===== src/rtl/uart_pkg.sv =====
// Shared definitions for the UART program-loading path: loader state
// encoding, the receiver's "no word yet" address marker and the baud divisor
// the receiver is built with.
package uart_pkg;

   localparam logic [1:0] LDR_IDLE    = 2'd0;
   localparam logic [1:0] LDR_LOAD    = 2'd1;
   localparam logic [1:0] LDR_RELEASE = 2'd2;

   // The receiver reports this address until its first word is assembled.
   localparam logic [31:0] NO_ADDR = 32'hFFFF_FFFF;

   // Clock cycles per UART bit, shared with the word receiver.
   localparam int BAUD_DIV = 10417;

   typedef enum logic [1:0] {
      ST_IDLE    = LDR_IDLE,
      ST_LOAD    = LDR_LOAD,
      ST_RELEASE = LDR_RELEASE
   } ldr_state_t;

endpackage


===== src/rtl/uart_prog_loader_edge_rise_det.sv =====
// edge_rise_det: registers a level flag and reports its 0->1 transitions as
// a single-cycle pulse. A synchronous "set" preloads the history register
// with 1, so a level that is already high is not mistaken for a new rise.
module edge_rise_det (
   input  logic clk,
   input  logic rst,
   input  logic set,
   input  logic d,
   output logic q,
   output logic rise
);

   // History register: follows d, forced high on set, cleared on reset.
   always_ff @(posedge clk) begin
      if (rst) begin
         q <= 1'b0;
      end else if (set) begin
         q <= 1'b1;
      end else begin
         q <= d;
      end
   end

   assign rise = d & ~q;

endmodule


===== src/rtl/uart_prog_loader.sv =====
// uart_prog_loader: converts the UART word receiver's level write flag into
// single-cycle instruction-memory writes, checks that words arrive in order
// and in range, and holds the CPU in reset while loading plus a fixed
// RELEASE_CYCLES tail after enable falls.
// Optional build macro UART_PROG_LOADER_CHECKSUM_EN adds a running 32-bit
// checksum of accepted words that must match exp_sum for a load to pass.
module uart_prog_loader
   import uart_pkg::*;
#(
   parameter int AW             = 6,
   parameter int RELEASE_CYCLES = 16
) (
   input  logic          clk,
   input  logic          rst,
   input  logic          enable,
   input  logic [31:0]   rx_addr,
   input  logic [31:0]   rx_data,
   input  logic          rx_wr,
`ifdef UART_PROG_LOADER_CHECKSUM_EN
   input  logic [31:0]   exp_sum,
   output logic [31:0]   checksum,
`endif
   output logic          imem_we,
   output logic [AW-1:0] imem_addr,
   output logic [31:0]   imem_wdata,
   output logic          cpu_rst,
   output logic          load_done,
   output logic          load_err,
   output logic [AW:0]   word_count
);

   localparam int          DEPTH    = 2 ** AW;
   localparam logic [31:0] DEPTH32  = 32'(DEPTH);
   localparam logic [AW:0] DEPTH_W  = {1'b1, {AW{1'b0}}};
   localparam logic [15:0] REL_INIT = 16'(RELEASE_CYCLES - 1);

   ldr_state_t  state;
   logic [AW:0] exp_addr;      // next address we are willing to accept
   logic [15:0] rel_cnt;       // cycles left before the CPU is released

   logic        rx_wr_q;
   logic        wr_rise;
   logic        enter_load;
   logic        strobe;
   logic [31:0] exp_ext;
   logic        addr_none;
   logic        addr_dup;
   logic        addr_ok;

   // A fresh load starts from IDLE or by re-raising enable during RELEASE.
   assign enter_load = enable & ((state == ST_IDLE) | (state == ST_RELEASE));

   edge_rise_det u_wr_edge (
      .clk  (clk),
      .rst  (rst),
      .set  (enter_load),
      .d    (rx_wr),
      .q    (rx_wr_q),
      .rise (wr_rise)
   );

   assign strobe = wr_rise & (state == ST_LOAD);

   // Word classification; the priority order is applied in the FSM below.
   assign exp_ext   = {{(31 - AW){1'b0}}, exp_addr};
   assign addr_none = (rx_addr == NO_ADDR);
   assign addr_dup  = (word_count != '0) && (rx_addr == exp_ext - 32'd1);
   assign addr_ok   = (rx_addr == exp_ext) && (rx_addr < DEPTH32);

`ifdef UART_PROG_LOADER_CHECKSUM_EN
   logic sum_ok;
   assign sum_ok = (checksum == exp_sum);
`endif

   // Loader FSM with registered outputs; a write is staged one cycle after
   // its strobe, so a reset on that edge cancels it.
   always_ff @(posedge clk) begin
      if (rst) begin
         state      <= ST_IDLE;
         imem_we    <= 1'b0;
         imem_addr  <= '0;
         imem_wdata <= '0;
         cpu_rst    <= 1'b0;
         load_done  <= 1'b0;
         load_err   <= 1'b0;
         word_count <= '0;
         exp_addr   <= '0;
         rel_cnt    <= '0;
`ifdef UART_PROG_LOADER_CHECKSUM_EN
         checksum   <= '0;
`endif
      end else begin
         imem_we <= 1'b0;
         case (state)
            ST_IDLE: begin
               cpu_rst <= 1'b0;
            end
            ST_LOAD: begin
               cpu_rst <= 1'b1;
               if (!enable) begin
                  // Any strobe in this cycle is deliberately dropped.
                  state   <= ST_RELEASE;
                  rel_cnt <= REL_INIT;
               end else if (strobe) begin
                  if (addr_none || addr_dup) begin
                     // No word yet, or a repeat of the last one: ignore.
                  end else if (addr_ok) begin
                     imem_we    <= 1'b1;
                     imem_addr  <= rx_addr[AW-1:0];
                     imem_wdata <= rx_data;
                     exp_addr   <= exp_addr + 1'b1;
                     if (word_count != DEPTH_W) begin
                        word_count <= word_count + 1'b1;
                     end
`ifdef UART_PROG_LOADER_CHECKSUM_EN
                     checksum   <= checksum + rx_data;
`endif
                  end else begin
                     load_err <= 1'b1;
                  end
               end
            end
            ST_RELEASE: begin
               cpu_rst <= 1'b1;
               if (rel_cnt == '0) begin
                  state   <= ST_IDLE;
                  cpu_rst <= 1'b0;
`ifdef UART_PROG_LOADER_CHECKSUM_EN
                  load_done <= ~load_err & sum_ok;
                  if (!sum_ok) begin
                     load_err <= 1'b1;
                  end
`else
                  load_done <= ~load_err;
`endif
               end else begin
                  rel_cnt <= rel_cnt - 1'b1;
               end
            end
            default: begin
               state <= ST_IDLE;
            end
         endcase

         // Entering LOAD overrides the per-state updates with a full clear.
         if (enter_load) begin
            state      <= ST_LOAD;
            cpu_rst    <= 1'b1;
            word_count <= '0;
            exp_addr   <= '0;
            load_done  <= 1'b0;
            load_err   <= 1'b0;
`ifdef UART_PROG_LOADER_CHECKSUM_EN
            checksum   <= '0;
`endif
         end
      end
   end

endmodule


===== config.mk =====
export PLATFORM = sky130hd
export DESIGN_NAME = uart_prog_loader
export DESIGN_NICKNAME = d
export VERILOG_FILES = /design/src/rtl/uart_pkg.sv /design/src/rtl/uart_prog_loader_edge_rise_det.sv /design/src/rtl/uart_prog_loader.sv
export SDC_FILE = /design/constraint.sdc
export NUM_CORES = 1
export LEC_CHECK = 0
export ABC_AREA = 1
export CAP_MARGIN = 10
export CORE_MARGIN = 2
export CORE_UTILIZATION = 50
export DETAILED_ROUTE_END_ITERATION = 10
export GPL_TIMING_DRIVEN = 0
export PLACE_DENSITY = 0.92
export REMOVE_ABC_BUFFERS = 1
export SYNTH_ARGS = -nofsm -noshare
export SYNTH_HDL_FRONTEND = slang
export SYNTH_SLANG_ARGS = --single-unit

===== constraint.sdc =====
create_clock -name clk -period 2.75 [get_ports clk]
set_input_delay 0.275 -clock clk [delete_from_list [all_inputs] [get_ports clk]]
set_output_delay 0.275 -clock clk [all_outputs]
set_load 0.005 [all_outputs]

==> flow_metrics.env, run 1 <==
export IMPL_synth_seq_cells=75
export IMPL_clock_skew_final_ps=7.03
export IMPL_cts_buffer_depth=2
export IMPL_io_pins=117
export IMPL_die_h_um=92.7
export IMPL_grt_ovfl_total=0
export IMPL_cp_required_ps=3040
export IMPL_viasPerCell=5.22
export IMPL_layout_common_cells="143 x nor2_1, 120 x nand2_1, 116 x clkdlybuf4s50_1"
export IMPL_rr_endpoint="rel_cnt[4]"
export IMPL_cp_buffers_inverters=2
export IMPL_critPathMaxFanout=42
export IMPL_cts_sinks=75
export IMPL_wl_per_cell_um=13.0
export IMPL_grt_max_degree=47
export IMPL_antennaDiodeCount=0
export IMPL_drive_above_1_share=0.0498
export IMPL_crit_type="in2reg"
export IMPL_h_tree_depth=3
export IMPL_dp_hpwl_mm=7.59
export IMPL_placedCellCount=789
export IMPL_synth_largest_area_cell="dfxtp_1"
export IMPL_cap_violations=0
export IMPL_cts_hold_buf=0
export IMPL_drt_iter0_markers=282
export IMPL_die_area_mm2=0.00859
export IMPL_power_mw=2.44
export IMPL_die_width_um=92.7
export IMPL_hold_end="word_count[6]"
export IMPL_ant_nets=0
export IMPL_synth_top_area_share=0.382
export IMPL_relSlewSlack=0.220
export IMPL_insertion_delay_ps=350
export IMPL_gp_congestion=0.894
export IMPL_slowest_stage="inv_1"
export IMPL_fmaxAchievable_ghz=0.390
export IMPL_p_per_area_mw_per_mm2=458
export IMPL_track_usage=0.249
export IMPL_vias=4206
export IMPL_cts_root_buf="clkbuf_8"
export IMPL_final_common_cell="nor2_1"
export IMPL_start_util=0.512
export IMPL_core_mm2=0.00769
export IMPL_finalCritPeriodShare=0.932
export IMPL_wl_mm=10.5
export IMPL_setup_ws_ps=186
export IMPL_hold_class="reg2reg"
export IMPL_final_nets=775
export IMPL_syn_area_per_cell_um2=6.68
export IMPL_yosysSeqAreaShare=0.382
export IMPL_row_count=32
export IMPL_synth_area_leaders="dfxtp_1 38%, nor2_1 14%, nand2_1 11%, inv_1 4.9%, o21ai_1 4.5%"
export IMPL_crit_chain="clkdlybuf4s50_1, inv_1, o21ai_0, a21oi_1, o21a_1"
export IMPL_cts_tree="done"
export IMPL_rrSetupSlack_ps=250
export IMPL_ctsResizeCount=0
export IMPL_async_flop_share=0
export IMPL_outcome="complete, no violations"
export IMPL_setup_viol=0
export IMPL_numCtsBuffers=9
export IMPL_critPathMaxStageDelay_ps=1010
export IMPL_drv_slew=0
export IMPL_grt_pass1_wl_mm=17.6
export IMPL_hp_start="word_count[6]"
export IMPL_rsz0062_at_grt="no"
export IMPL_grt_pass1_vias=4138
export IMPL_hold_path_cell_count=2
export IMPL_hold_viol=0
export IMPL_place_ws_ps=-132
export IMPL_ys_warnings_count=0
export IMPL_cts_setup_buffers=0
export IMPL_drtPass1Iterations=5
export IMPL_irDropWorstVdd_v=0.000388
export IMPL_synth_cell_types=35
export IMPL_worst_pin_slew_ps=1170
export IMPL_critical_path_arrival_ps=2860
export IMPL_worst_path_dominant_cell_family="buffers and inverters"
export IMPL_portBuffers=116
export IMPL_rr_worst_depth=10
export IMPL_synth_edff_count=0
export IMPL_synthToLayoutAreaGrowth_pct=35.4
export IMPL_finalNonFillerCells=805
export IMPL_syn_cell_area_mm2=0.00393
export IMPL_antenna_found_initial=0
export IMPL_p_leak_nw=2.28
export IMPL_r2r_start="state[0]"
export IMPL_clkTransAtPathRegs_ps=80
export IMPL_critPathLaunchType="primary input"
export IMPL_drc=0
export IMPL_synthCells=589
export IMPL_worstSetupEndpointType="flop"
export IMPL_finalCriticalPeriod_ps=2560
export IMPL_yosys_most_used_dff="dfxtp_1"
## routing by layer
| metal | vias up | track usage | part of all wire |
|---|---|---|---|
| li1 | 2095 | - | - |
| met1 | 1923 | 0.300 | 0.42 |
| met2 | 165 | 0.423 | 0.48 |
| met3 | 23 | 0.0618 | 0.078 |
| met4 | 0 | 0.105 | 0.020 |
| met5 | - | 0 | 0 |
## worst reg2reg max path: stages (launching register included)
cell,delay (ps)
dfxtp_1,350
inv_1,90
ha_1,410
clkinv_1,360
nand2_1,160
nand2_1,70
nand2_1,340
inv_2,260
nand2_1,160
a21oi_1,70
o21a_1,120
## flip-flops by register name, summed over array words and instances, names as in the netlist
signal / flops
state: 2
u_wr_edge.q: 1
imem_wdata: 32
imem_addr: 6
load_done: 1
rel_cnt: 16
load_err: 1
cpu_rst: 1
exp_addr: 7
word_count: 7
imem_we: 1
## synthesized netlist by cell type (all sizes together) (2+ instances only)
library cell / number
nand2: 122
nand4: 13
xnor2: 7
inv: 55
or2: 2
nor2: 147
buf: 12
o21ai: 53
nand3: 23
xor2: 8
a21oi: 32
dfxtp: 75
a31oi: 3
nand3b: 2
clkbuf: 6
clkinv: 2
ha: 9
nor3: 13
## stage by stage
step                setup TNS, ps  area, µm²   util  hold slack, ps
CTS                             0       5320  0.693             491
detailed placement           -166       5110  0.665             479
floorplan                       0       3820      -             344
global placement             -178       5110  0.665             471
finish                          0       5320  0.693             493
global route                    0       5320  0.693             506
## how the worst max path moves through the flow
stage / endpoint / from / depth (start not counted)
global route: rel_cnt[6] / state[0] / 10
global placement: rel_cnt[4] / rst / 5
detailed placement: rel_cnt[4] / rst / 5
CTS: rel_cnt[4] / rst / 5
floorplan: rel_cnt[6] / rel_cnt[0] / 12
finish: rel_cnt[4] / rst / 5
## final cells by class
cell class                 instances  area, µm²
clock inverter                     6       72.6
multi-input combinational        439       2100
tap                              102        128
clock buffer                      10        138
fill                             604       2360
sequential                        75       1500
timing repair buffer             116       1160
inverter                          57        219
## kinds of logic (layout without fill, tap and decap cells)
kind of cell             Yosys count  after routing  share of synthesized area
AND/OR/NAND/NOR                  323            323                      0.351
AO/OA/AOI/OAI                     92             92                      0.122
flip-flops                        75             75                      0.382
buffers and inverters             75            189                     0.0830
XOR/XNOR                          15             15                     0.0334
adder cells (fa/ha/maj)            9              9                     0.0286
## where the power goes
group	total [mW]	internal [mW]	switching, mW
Combinational	0.423	0.195	0.228
Clock	0.894	0.455	0.439
Sequential	1.12	1.10	0.0187
Note: power is estimated with default switching activity, not from simulation.
==> run 2: changes to the inputs <==
Settings changed: CORE_UTILIZATION 50 to 51, PLACE_DENSITY 0.92 to 0.94.
==> flow_metrics.env, run 2 (same netlist as run 1, synthesis figures left out) <==
export IMPL_cts_setup_buffers=0
export IMPL_largest_reg_flops=32
export IMPL_finalCritPeriodShare=0.912
export IMPL_antennaDiodeCount=0
export IMPL_crit_type="in2reg"
export IMPL_drive_above_1_share=0.0484
export IMPL_swShare=0.271
export IMPL_worstSetupEndpointType="flop"
export IMPL_critPathMaxFanout=42
export IMPL_highest_signal_layer="met4"
export IMPL_cp_required_ps=3040
export IMPL_p_switching_uw=674
export IMPL_crit_chain="clkdlybuf4s50_1, inv_1, o21ai_0, a21oi_1, o21a_1"
export IMPL_hold_viol=0
export IMPL_critPathMaxStageDelay_ps=1030
export IMPL_place_ws_ps=-1.66
export IMPL_drc=0
export IMPL_largestRegisters="imem_wdata x32, rel_cnt x16"
export IMPL_critPathLaunchType="primary input"
export IMPL_track_usage=0.247
export IMPL_rrSetupSlack_ps=280
export IMPL_die_width_um=91.8
export IMPL_rsz0062_at_grt="no"
export IMPL_power_mw=2.49
export IMPL_clkTransAtPathRegs_ps=80
export IMPL_grt_max_degree=47
export IMPL_drv_slew=0
export IMPL_relSlewSlack=0.208
export IMPL_start_util=0.517
export IMPL_die_h_um=91.8
export IMPL_route_met3_wl_um=745
export IMPL_fin_tns_setup_ps=0
export IMPL_cts_sinks=75
export IMPL_slowest_stage="inv_1"
export IMPL_drt_iter0_markers=199
export IMPL_holdWs_ps=489
export IMPL_irDropWorstVdd_v=0.000346
export IMPL_die_area_mm2=0.00843
export IMPL_final_common_cell="nor2_1"
export IMPL_row_count=32
export IMPL_pwr_share_clk=0.378
export IMPL_hold_class="reg2reg"
export IMPL_critical_path_arrival_ps=2800
export IMPL_ant_nets=0
export IMPL_outcome="complete, no violations"
export IMPL_grt_ovfl_total=0
export IMPL_p_int_mw=1.81
export IMPL_p_leak_nw=2.28
export IMPL_grt_pass1_wl_mm=17.3
export IMPL_antenna_found_initial=0
export IMPL_finalCriticalPeriod_ps=2510
export IMPL_gp_congestion=0.932
export IMPL_drtPass1Iterations=5
export IMPL_insertion_delay_ps=350
export IMPL_viasPerCell=5.14
export IMPL_setup_ws_ps=243
export IMPL_final_nets=775
export IMPL_worst_pin_slew_ps=1190
export IMPL_cts_tree="done"
export IMPL_vias=4137
export IMPL_portBuffers=116
export IMPL_worst_path_dominant_cell_family="buffers and inverters"
export IMPL_wl_per_cell_um=13.0
export IMPL_grt_pass1_vias=3996
export IMPL_clock_skew_final_ps=10.2
export IMPL_fmaxAchievable_ghz=0.399
export IMPL_dp_hpwl_mm=7.56
export IMPL_numCtsBuffers=9
export IMPL_cp_buffers_inverters=2
export IMPL_seqPwrFrac=0.452
export IMPL_layout_common_cells="143 x nor2_1, 120 x nand2_1, 116 x clkdlybuf4s50_1"
export IMPL_largest_register="imem_wdata"
export IMPL_core_mm2=0.00761
export IMPL_cap_violations=0
export IMPL_wl_mm=10.5
export IMPL_fill_cells=618
export IMPL_setup_viol=0
export IMPL_wl_met1_mm=4.41
export IMPL_p_per_area_mw_per_mm2=467
export IMPL_ctsResizeCount=0
export IMPL_synthToLayoutAreaGrowth_pct=35.6
export IMPL_cts_buffer_depth=2
export IMPL_io_pins=117
export IMPL_cts_root_buf="clkbuf_8"
export IMPL_cts_hold_buf=0
export IMPL_h_tree_depth=3
export IMPL_combPwrFrac=0.170
export IMPL_wl_met2_mm=5.15
## run 2: cell count changes in the layout (fill, tap and decap cells not counted)
| cell | delta |
|---|---|
| bufinv_16 | +1 |
| clkbuf_1 | +1 |
| clkbuf_8 | -1 |
| clkinvlp_4 | +1 |
| inv_6 | -1 |
| inv_8 | -1 |
## run 2: path summary, 6_finish.rpt
kind	to	start	cells past startpoint
max reg2reg	rel_cnt[4]	state[0]	10
max	rel_cnt[4]	rst	5
min	word_count[6]	word_count[6]	2
min reg2reg	word_count[6]	word_count[6]	2
## run 2: stage by stage
stage	util	instance area, µm²	std cells
3_5_place_dp	0.672	5110	789
5_1_grt	0.701	5330	805
6_report	0.701	5330	805
3_3_place_gp	0.672	5110	789
4_1_cts	0.701	5330	805
2_1_floorplan	-	3820	571
## run 2: worst min-delay path, delay by kind of cell (launching register included)
kind	cells	cell delay, ps
DFF	1	330
and+or+nand+nor	1	60
AOI/OAI and AO/OA	1	60
## run 2: area by class of cell
cell class | instances | area (µm²) | area share
sequential | 75 | 1500 | 0.282
multi-input combinational | 439 | 2100 | 0.395
inverter | 57 | 219 | 0.0411
timing repair buffer | 116 | 1160 | 0.218
clock buffer | 10 | 128 | 0.0239
clock inverter | 6 | 90.1 | 0.0169
tap | 102 | 128 | 0.0239
## run 2: power groups by stage
stage,Clock [mW],Sequential [mW],Combinational (mW)
3_3_place_gp,0,1.15,0.399
5_1_grt,0.990,1.13,0.473
3_5_place_dp,0,1.15,0.413
2_1_floorplan,0,1.14,0.246
6_report,0.940,1.12,0.424
4_1_cts,0.949,1.12,0.417
## run 2: routing by layer
layer,track usage,vias to the layer above
met2,0.428,130
met1,0.296,1895
li1,-,2097
met3,0.0698,15
met5,0,-
met4,0.0821,0
